File: src/rtl/attack_scheduler.sv
// attack_scheduler: runs one enemy attack turn as a frame-paced sequence of
// arrows. Each arrow waits a gap, flies for a fixed number of frames, and is
// then resolved as blocked or hit against the player's rotate input.
//
// state   | meaning
// --------+--------------------------------------------------------------
// IDLE    | no turn active, waiting for a start edge
// GAP     | counting frame ticks before the next arrow spawns
// FLIGHT  | arrow in flight, progress counts frame ticks
// RESOLVE | single cycle, compare rotate_in against the arrow direction
// DONE    | single cycle, turn finished (finished_out high)
module attack_scheduler #(
    parameter logic [3:0] START_STATE   = 4'b1000,
    parameter int         NUM_ARROWS    = 24,
    parameter int         SPAWN_GAP     = 30,
    parameter int         TRAVEL_FRAMES = 60,
    parameter int         MAX_HP        = 20,
    parameter int         DAMAGE        = 4,
    parameter int         H_TICK        = 0,
    parameter int         V_TICK        = 0
) (
    input  logic        clk,
    input  logic        rst,
    input  logic [10:0] hcount_in,
    input  logic [9:0]  vcount_in,
    input  logic [3:0]  state_in,
    input  logic [3:0]  turn_in,
    input  logic [1:0]  rotate_in,
    output logic        busy_out,
    output logic        finished_out,
    output logic        arrow_valid_out,
    output logic [4:0]  arrow_idx_out,
    output logic [1:0]  arrow_dir_out,
    output logic [7:0]  arrow_progress_out,
    output logic        hit_pulse_out,
    output logic        block_pulse_out,
    output logic [4:0]  hits_out,
    output logic [4:0]  blocks_out,
    output logic [7:0]  hp_out
);

    localparam logic [10:0] H_TICK_C    = 11'(H_TICK);
    localparam logic [9:0]  V_TICK_C    = 10'(V_TICK);
    localparam logic [4:0]  LAST_IDX    = 5'(NUM_ARROWS - 1);
    localparam logic [15:0] GAP_LAST    = 16'(SPAWN_GAP - 1);
    localparam logic [7:0]  TRAVEL_LAST = 8'(TRAVEL_FRAMES - 1);
    localparam logic [7:0]  HP_INIT     = 8'(MAX_HP);
    localparam logic [7:0]  DMG         = 8'(DAMAGE);

    typedef enum logic [2:0] {
        S_IDLE,
        S_GAP,
        S_FLIGHT,
        S_RESOLVE,
        S_DONE
    } state_t;

    state_t      state;
    logic        tick;
    logic        start_match_q;
    logic        start_match;
    logic        start;
    logic [2:0]  turn_l;
    logic [4:0]  idx;
    logic [15:0] gap_cnt;
    logic [7:0]  progress;
    logic [4:0]  hits;
    logic [4:0]  blocks;
    logic [7:0]  hp;
    logic        hit_q;
    logic        block_q;
    logic [1:0]  dir_base;
    logic        arrow_hit;
    logic [7:0]  hp_after_hit;
    logic [7:0]  hp_next;
    logic        unused_turn_msb;

    // Only the low three turn bits shape the pattern.
    assign unused_turn_msb = turn_in[3];

    assign start_match  = (state_in == START_STATE);
    assign start        = start_match && !start_match_q;

    assign dir_base      = idx[1:0] + turn_l[1:0];
    assign arrow_dir_out = turn_l[2] ? ~dir_base : dir_base;

    assign arrow_hit    = (rotate_in != arrow_dir_out);
    assign hp_after_hit = (hp < DMG) ? 8'd0 : hp - DMG;
    assign hp_next      = arrow_hit ? hp_after_hit : hp;

    assign busy_out           = (state != S_IDLE);
    assign finished_out       = (state == S_DONE);
    assign arrow_valid_out    = (state == S_FLIGHT);
    assign arrow_idx_out      = idx;
    assign arrow_progress_out = progress;
    assign hit_pulse_out      = hit_q;
    assign block_pulse_out    = block_q;
    assign hits_out           = hits;
    assign blocks_out         = blocks;
    assign hp_out             = hp;

    // Frame tick and start-edge history registers.
    always_ff @(posedge clk) begin
        if (rst) begin
            tick          <= 1'b0;
            start_match_q <= 1'b0;
        end else begin
            tick          <= (hcount_in == H_TICK_C) && (vcount_in == V_TICK_C);
            start_match_q <= start_match;
        end
    end

    // Turn sequencer: gap, flight, resolve per arrow, then done.
    always_ff @(posedge clk) begin
        if (rst) begin
            state    <= S_IDLE;
            turn_l   <= 3'd0;
            idx      <= 5'd0;
            gap_cnt  <= 16'd0;
            progress <= 8'd0;
            hits     <= 5'd0;
            blocks   <= 5'd0;
            hp       <= HP_INIT;
            hit_q    <= 1'b0;
            block_q  <= 1'b0;
        end else begin
            hit_q   <= 1'b0;
            block_q <= 1'b0;
            case (state)
                S_IDLE: begin
                    if (start) begin
                        turn_l  <= turn_in[2:0];
                        idx     <= 5'd0;
                        hits    <= 5'd0;
                        blocks  <= 5'd0;
                        gap_cnt <= 16'd0;
                        state   <= S_GAP;
                    end
                end
                S_GAP: begin
                    if (tick) begin
                        if (gap_cnt == GAP_LAST) begin
                            gap_cnt  <= 16'd0;
                            progress <= 8'd0;
                            state    <= S_FLIGHT;
                        end else begin
                            gap_cnt <= gap_cnt + 16'd1;
                        end
                    end
                end
                S_FLIGHT: begin
                    if (tick) begin
                        if (progress == TRAVEL_LAST) begin
                            state <= S_RESOLVE;
                        end else begin
                            progress <= progress + 8'd1;
                        end
                    end
                end
                S_RESOLVE: begin
                    if (arrow_hit) begin
                        hit_q <= 1'b1;
                        hits  <= hits + 5'd1;
                        hp    <= hp_after_hit;
                    end else begin
                        block_q <= 1'b1;
                        blocks  <= blocks + 5'd1;
                    end
                    // A drained HP bar ends the turn even mid-sequence.
                    if ((idx == LAST_IDX) || (hp_next == 8'd0)) begin
                        state <= S_DONE;
                    end else begin
                        idx   <= idx + 5'd1;
                        state <= S_GAP;
                    end
                end
                S_DONE: begin
                    state <= S_IDLE;
                end
                default: begin
                    state <= S_IDLE;
                end
            endcase
        end
    end

endmodule

File: config.mk
export PLATFORM = sky130hd
export DESIGN_NAME = attack_scheduler
export DESIGN_NICKNAME = d
export VERILOG_FILES = /design/src/rtl/attack_scheduler.sv
export SDC_FILE = /design/constraint.sdc
export NUM_CORES = 1
export LEC_CHECK = 0
export BUFFER_PORTS_ARGS = -buffer_cell sky130_fd_sc_hd__buf_2
export CAP_MARGIN = 0
export CORE_MARGIN = 2
export CORE_UTILIZATION = 41
export DETAILED_ROUTE_END_ITERATION = 6
export GPL_TIMING_DRIVEN = 0
export SLEW_MARGIN = 15
export SYNTH_ARGS = -nofsm -noshare
export SYNTH_HDL_FRONTEND = slang
export SYNTH_SLANG_ARGS = --single-unit
File: constraint.sdc
create_clock -name clk -period 2.6 [get_ports clk]
set_input_delay 0.26 -clock clk [delete_from_list [all_inputs] [get_ports clk]]
set_output_delay 0.26 -clock clk [all_outputs]
set_load 0.03 [all_outputs]
Word level (Yosys, flattened, before mapping)
Cells that the tools add are included. W data, S select, Z words.

Equal/unequal tests: 18. Reduce and logical (&&, ||, !) cells: 20. Multiplexer cells: 28. Bitwise logic cells: 2. Order comparisons: 1. $add $sub $neg: 7.

Operator list (count): $mux W16 (3); $mux W8 (6); $pmux W16 S2 (1); $pmux W5 S2 (3); $mux W5 (4); $mux W3 (6); $add A16 B1 Y16 const B (1); $eq A16 B5 Y1 const B (1); $pmux W8 S2 (1); $add A5 B1 Y5 const B (3); $ne A2 B2 Y1 const B (7); $pmux W3 S4 (1); $reduce_and A3 Y1 (4); $logic_not A11 Y1 (1); $logic_not A10 Y1 (1); $reduce_and A5 Y1 (2); $add A8 B1 Y8 const B (1); $eq A8 B6 Y1 const B (1); $logic_not A8 Y1 (1); $lt A8 B3 Y1 const B (1); $sub A8 B3 Y8 const B (1); $eq A3 B2 Y1 const B (2); $reduce_bool A2 Y1 (3); $eq A5 B5 Y1 const B (1); 17 further kinds (20).

Word-level logic and storage cells: 88. Output and inout port bits: 38. Register bits after elaboration: 57. Bits of input ports: 33.

Depth between registers and ports, before layout
Depth after elaboration: 9. Depth in mapped cells: 9. Gate-level depth less buffers: 8.

Worst setup path before layout
No wires, ideal clock.

Path type: register to register. Start point: register idx[0], in the netlist arrow_idx_out[0]. End point: register state[2]. Clock period less this slack: 2444 ps. Data arrival time: 2359 ps. Path buffers: 0. Cell stages (with the launch flop): 8. Setup time: 86 ps. Data required time: 2514 ps. Setup slack: 156 ps. Cells stage by stage: dfxtp_1 > ha_1 > xnor2_2 > xnor3_2 > a211oi_2 > mux2i_1 > nand3_1 > a211oi_1.

Cells in the longest elaborated chain, start to end: 9. Elaborated cells on any way between the ends: 10. Classes of those cells: add/sub (1); eq/ne (2); mux (4); bitwise (1); reduce/logical (2).

RTL lines: from (decl) (line 64) `logic [4:0] idx;`; from (signal assigned) (line 173) `idx <= idx + 5'd1;`; $add A2 B2 Y2 (line 84) `assign dir_base = idx[1:0] + turn_l[1:0];`; $not A2 Y2 (line 85) `assign arrow_dir_out = turn_l[2] ? ~dir_base : dir_base;`; $mux W2 (line 85); $ne A2 B2 Y1 (line 87) `assign arrow_hit = (rotate_in != arrow_dir_out);`; $mux W8; $logic_not A8 Y1 (line 170) `if ((idx == LAST_IDX) || (hp_next == 8'd0)) begin`; $logic_or A1 B1 Y1 (*) (line 170); $mux W3 (*) (line 170); $pmux W3 S4 (*) (line 129) `case (state)`; to (signal assigned) (line 137) `state <= S_GAP;`; to (signal assigned) (line 171) `state <= S_DONE;`; to (signal assigned) (line 174) `state <= S_GAP;`; to (decl) (line 58) `state_t state;`.

Every way passes the cells marked *; elsewhere a longest branch is shown, timed or not. A chain may end at the register's enable or synchronous reset.

Worst setup path in the final report
Start point: register hp[2], in the netlist hp_out[2]. End point: register idx[0], in the netlist arrow_idx_out[0].

Cells in the longest elaborated chain, start to end: 7. Elaborated cells on any way between the ends: 8. Classes of those cells: add/sub (1); order compare (1); eq/ne (1); mux (2); reduce/logical (3).

RTL lines: from (decl) (line 69) `logic [7:0] hp;`; from (signal assigned) (line 164) `hp <= hp_after_hit;`; $sub A8 B3 Y8 or $lt A8 B3 Y1 (tied branches) (line 88) `assign hp_after_hit = (hp < DMG) ? 8'd0 : hp - DMG;`; $mux W8 (line 88); $mux W8 (*); $logic_not A8 Y1 (*) (line 170); $logic_or A1 B1 Y1 (*) (line 170); $ne A2 B2 Y1 (no line) (*); $reduce_and A3 Y1 (no line) (*).

Marked as above.

==> impl_metrics.csv <==
group,metric,value,unit
floorplan,floorplan.die.height,89.9,um
grt,vias_in_the_first_global_route,2561,
floorplan,die-width,89.9,um
layout,multiInputGateArea,0.00182,sq mm
cts,worst_setup_hold_path_clk_slew,0.07,ns
power,leakage,1.46,nW
power,power_density,520,mW/mm^2
cts,cts-htree-levels,3,
yosys,post_synthesis_instance_area,0.00303,sq mm
floorplan,die-area,0.00808,sq mm
setup_path,slowest_cell_on_the_critical_path,"sky130_fd_sc_hd__or3b_2",
sta,slew-limit-headroom,0.610,
cts,cts-hold-fix-buffers,0,
floorplan,floorplan.rows,31,
setup_path,cp.buffers_inverters,3,
sta,max_freq,402,MHz
layout,fin_nets,466,
sta,final_min_period_over_clock_period,0.957,
setup_path,worst_ep_arrival,2.70,ns
sta,setup-tns-final,0,ns
worst_hold_path,hp-class,"primary input to register",
power,vdd_drop_max,256,uV
placed_design,detailed_place_hpwl,5120,um
routing,route.detailed.drc,0,
sta,hold_violations,0,
yosys,synth-main-ff-cell,"sky130_fd_sc_hd__dfxtp_1",
yosys,post_synth_edffs,0,
sta,setup-violations-final,0,
yosys,synth_top_area_share,0.377,
yosys,synth_area_per_cell,8.77,sq um
setup_path,path_delay_family,"simple AND/OR/NAND/NOR gates",
yosys,postSynthCellCount,345,
layout,finalCoreUtilization,0.522,
yosys,post_synth_num_cell_types,56,
floorplan,placeableCoreArea,0.00721,sq mm
sta,max_slew.worst_pin.slew,0.586,ns
layout,drive_gt1_frac,0.274,
grt,wire_length_of_the_first_global_routing_pass,11600,um
grt,leftover_overflow_at_the_end_of_global_routing,0,
sta,finalWorstPathRequiredPeriod,2.49,ns
routing,wl_per_cell,13.1,um
yosys,yosys.area.top_type,"sky130_fd_sc_hd__dfxtp_1",
setup_path,end_kind,"register",
cts,cts_tree,"built",
status,status,"completed",
sta,setup_repair_after_global_routing_missed_its_margin,"false",
routing,drt_wl_total,6930,um
setup_path,crit_path_max_fanout,10,
run,max_cap_viols,0,
yosys,synthSimpleGateAreaFrac,0.314,
layout,layout-area-overhead-vs-synth,24.4,%
yosys,synth-seq-area-share,0.377,
yosys,muxShareOfSynthArea,0.0443,
sta,worst_clock_skew,0.0120,ns
sta,timing_max_transition_violations_final,0,
routing,drt-pass1-iter-count,4,
layout,antenna-diode-count,0,
routing,postRouteAntennaNets,0,
yosys,synth_fa_ha_area_frac,0.0331,
grt,gr-usage-all-layers,0.174,
cts,ctsRootBufferMaster,"sky130_fd_sc_hd__clkbuf_8",
cts,tritoncts_num_sinks,57,
floorplan,boundaryPins,71,
layout,num-fill-cells,728,
placed_design,io_buffer_count,68,
setup_path,cp_data_required_time,2.81,ns
yosys,synthXorXnorAreaFrac,0.0968,
routing,viasPerCell,5.18,
yosys,ys.warnings.count,0,
floorplan,effective_utilization_at_floorplan,0.419,
layout,ff_latch_area,0.00114,sq mm
grt,antenna_violations_before_repair,0,
setup_path,cp_cell_sequence,"buf_2 -> inv_1 -> ha_2 -> or3b_2 -> o221ai_1 -> o211ai_1 -> mux2i_2 -> buf_4 -> a31oi_4 -> mux2i_1",
setup_path,worst_path_largest_cell_delay,0.50,ns
grt,grt_start_max_net_pins,11,
routing,drt_iter0_drc,64,
yosys,synth.net_count,386,
placed_design,routabilityCongestion,0.897,
yosys,synth-async-reset-ratio,0,
routing,route.vias.total,2739,
cts,clkLatencyLatePin,0.34,ns
yosys,main_combinational_cell_family_by_area_after_synthesis,"simple AND/OR/NAND/NOR gates",
cts,clock_path_buffers,2,
cts,cts_made_buffers,9,
yosys,synth.ff_latch_count,57,
setup_path,worstSetupPathType,"register to register",
yosys,synth-compound-area-share,0.103,
setup_path,startpoint_type,"register",
yosys,synth_area_leaders,"sky130_fd_sc_hd__dfxtp_1 (38%), sky130_fd_sc_hd__nor2_1 (6.5%), sky130_fd_sc_hd__xnor2_1 (4.3%), sky130_fd_sc_hd__mux2i_1 (4.0%), sky130_fd_sc_hd__xor2_1 (3.5%)",
## cell type report
| cell class | instances | share of cell area |
|---|---|---|
| Clock buffer | 11 | 0.0402 |
| Buffer | 13 | 0.0176 |
| Sequential cell | 57 | 0.303 |
| Tap cell | 99 | 0.0329 |
| Inverter | 7 | 0.00698 |
| Clock inverter | 5 | 0.0206 |
| Multi-Input combinational cell | 267 | 0.484 |
| Timing Repair Buffer | 70 | 0.0944 |
## registers in the layout, summed over array words and instances (netlist names), 3 cells and up
name                cells
arrow_idx_out           5
arrow_progress_out      8
blocks_out              5
gap_cnt                16
hits_out                5
hp_out                  8
state                   3
turn_l                  3
## cell families after synthesis
family | count (synthesis)
xor gates and xnor gates | 30
adders and majority gates | 8
AOI/OAI and AO/OA | 44
buffers and inverters | 21
and+or+nand+nor | 172
DFF | 57
muxes | 13
## worst reg2reg max path: stages (launching register included)
cell and delay [ns]:
sky130_fd_sc_hd__dfxtp_1 0.31, sky130_fd_sc_hd__buf_2 0.17, sky130_fd_sc_hd__inv_1 0.08, sky130_fd_sc_hd__ha_2 0.22, sky130_fd_sc_hd__or3b_2 0.50, sky130_fd_sc_hd__o221ai_1 0.25
sky130_fd_sc_hd__o211ai_1 0.14, sky130_fd_sc_hd__mux2i_2 0.26, sky130_fd_sc_hd__buf_4 0.17, sky130_fd_sc_hd__a31oi_4 0.11, sky130_fd_sc_hd__mux2i_1 0.15
## per-stage QoR
step / setup slack [ns] / instances / power (W) / hold WS [ns] / cell area, sq um
floorplan: 0.156 / 345 / 0.000973 / 0.336 / 3030
global placement: 0.112 / 512 / 0.00102 / 0.426 / 3490
detailed placement: 0.0346 / 512 / 0.00102 / 0.428 / 3490
CTS: 0.0298 / 528 / 0.00197 / 0.0714 / 3720
global route: 0.000995 / 529 / 0.00202 / 0.0783 / 3760
finish: 0.111 / 529 / 0.00196 / 0.0804 / 3760
## path summary, 6_finish.rpt
kind / start / endpoint / slack [ns] / depth (start not counted)
max: hp_out[2] / arrow_idx_out[0] / 0.11 / 10
min reg2reg: arrow_idx_out[4] / arrow_idx_out[4] / 0.48 / 2
max reg2reg: hp_out[2] / arrow_idx_out[0] / 0.11 / 10
min: hcount_in[9] / tick / 0.08 / 2
## cells in the final DEF, fill, tap and decap left out, types with 3 or more instances in the layout
master	instances
sky130_fd_sc_hd__a211oi_1	3
sky130_fd_sc_hd__a21oi_1	16
sky130_fd_sc_hd__and2_1	5
sky130_fd_sc_hd__buf_2	70
sky130_fd_sc_hd__buf_4	4
sky130_fd_sc_hd__clkbuf_1	8
sky130_fd_sc_hd__clkbuf_8	11
sky130_fd_sc_hd__dfxtp_1	57
sky130_fd_sc_hd__ha_1	7
sky130_fd_sc_hd__inv_1	7
sky130_fd_sc_hd__mux2i_1	10
sky130_fd_sc_hd__nand2_1	25
sky130_fd_sc_hd__nand3_1	11
sky130_fd_sc_hd__nand4_1	12
sky130_fd_sc_hd__nor2_1	52
sky130_fd_sc_hd__nor2b_1	4
sky130_fd_sc_hd__nor3_1	11
sky130_fd_sc_hd__nor3b_1	4
sky130_fd_sc_hd__nor4_1	13
sky130_fd_sc_hd__nor4b_1	3
sky130_fd_sc_hd__o21ai_0	7
sky130_fd_sc_hd__or2_2	7
sky130_fd_sc_hd__or3_1	5
sky130_fd_sc_hd__or4_1	3
sky130_fd_sc_hd__xnor2_1	15
sky130_fd_sc_hd__xor2_1	11
## layer usage
layer / up-vias / part of all wire / global-route usage
li1: 1394 / - / -
met1: 1265 / 0.48 / 0.231
met2: 71 / 0.45 / 0.277
met3: 9 / 0.047 / 0.0352
met4: 0 / 0.014 / 0.0718
met5: - / 0 / 0
## where the power goes
group	internal, W	switching, W
logic	0.0000487	0.0000733
clock network	0.000589	0.000368
registers	0.000876	0.00000256
total	0.00151	0.000444
## cell usage after synthesis, drive strengths merged, types with 2 or more instances
master   n
mux2i   13
nand2   26
clkbuf   9
nand4   12
nor2b    4
or4      3
nand3b   2
or2      7
and2     5
ha       8
nor4b    5
a21oi   16
o21ai    7
nor4    14
nor3    13
xnor2   17
dfxtp   57
inv      7
a211oi   4
o31ai    2
a211o    2
o211ai   2
a31oi    3
nor3b    4
buf      5
a21o     2
nand3   11
and3     2
xor2    12
or3      6
nand2b   2
nor2    52
## repair_timing
| action | 4_1_cts | 5_1_grt |
|---|---|---|
| buffers inserted | 0 | 2 |
| gates resized for setup | 0 | 6 |
| endpoints found under the setup margin | 0 | 7 |
(Power assumes the default switching activity.)
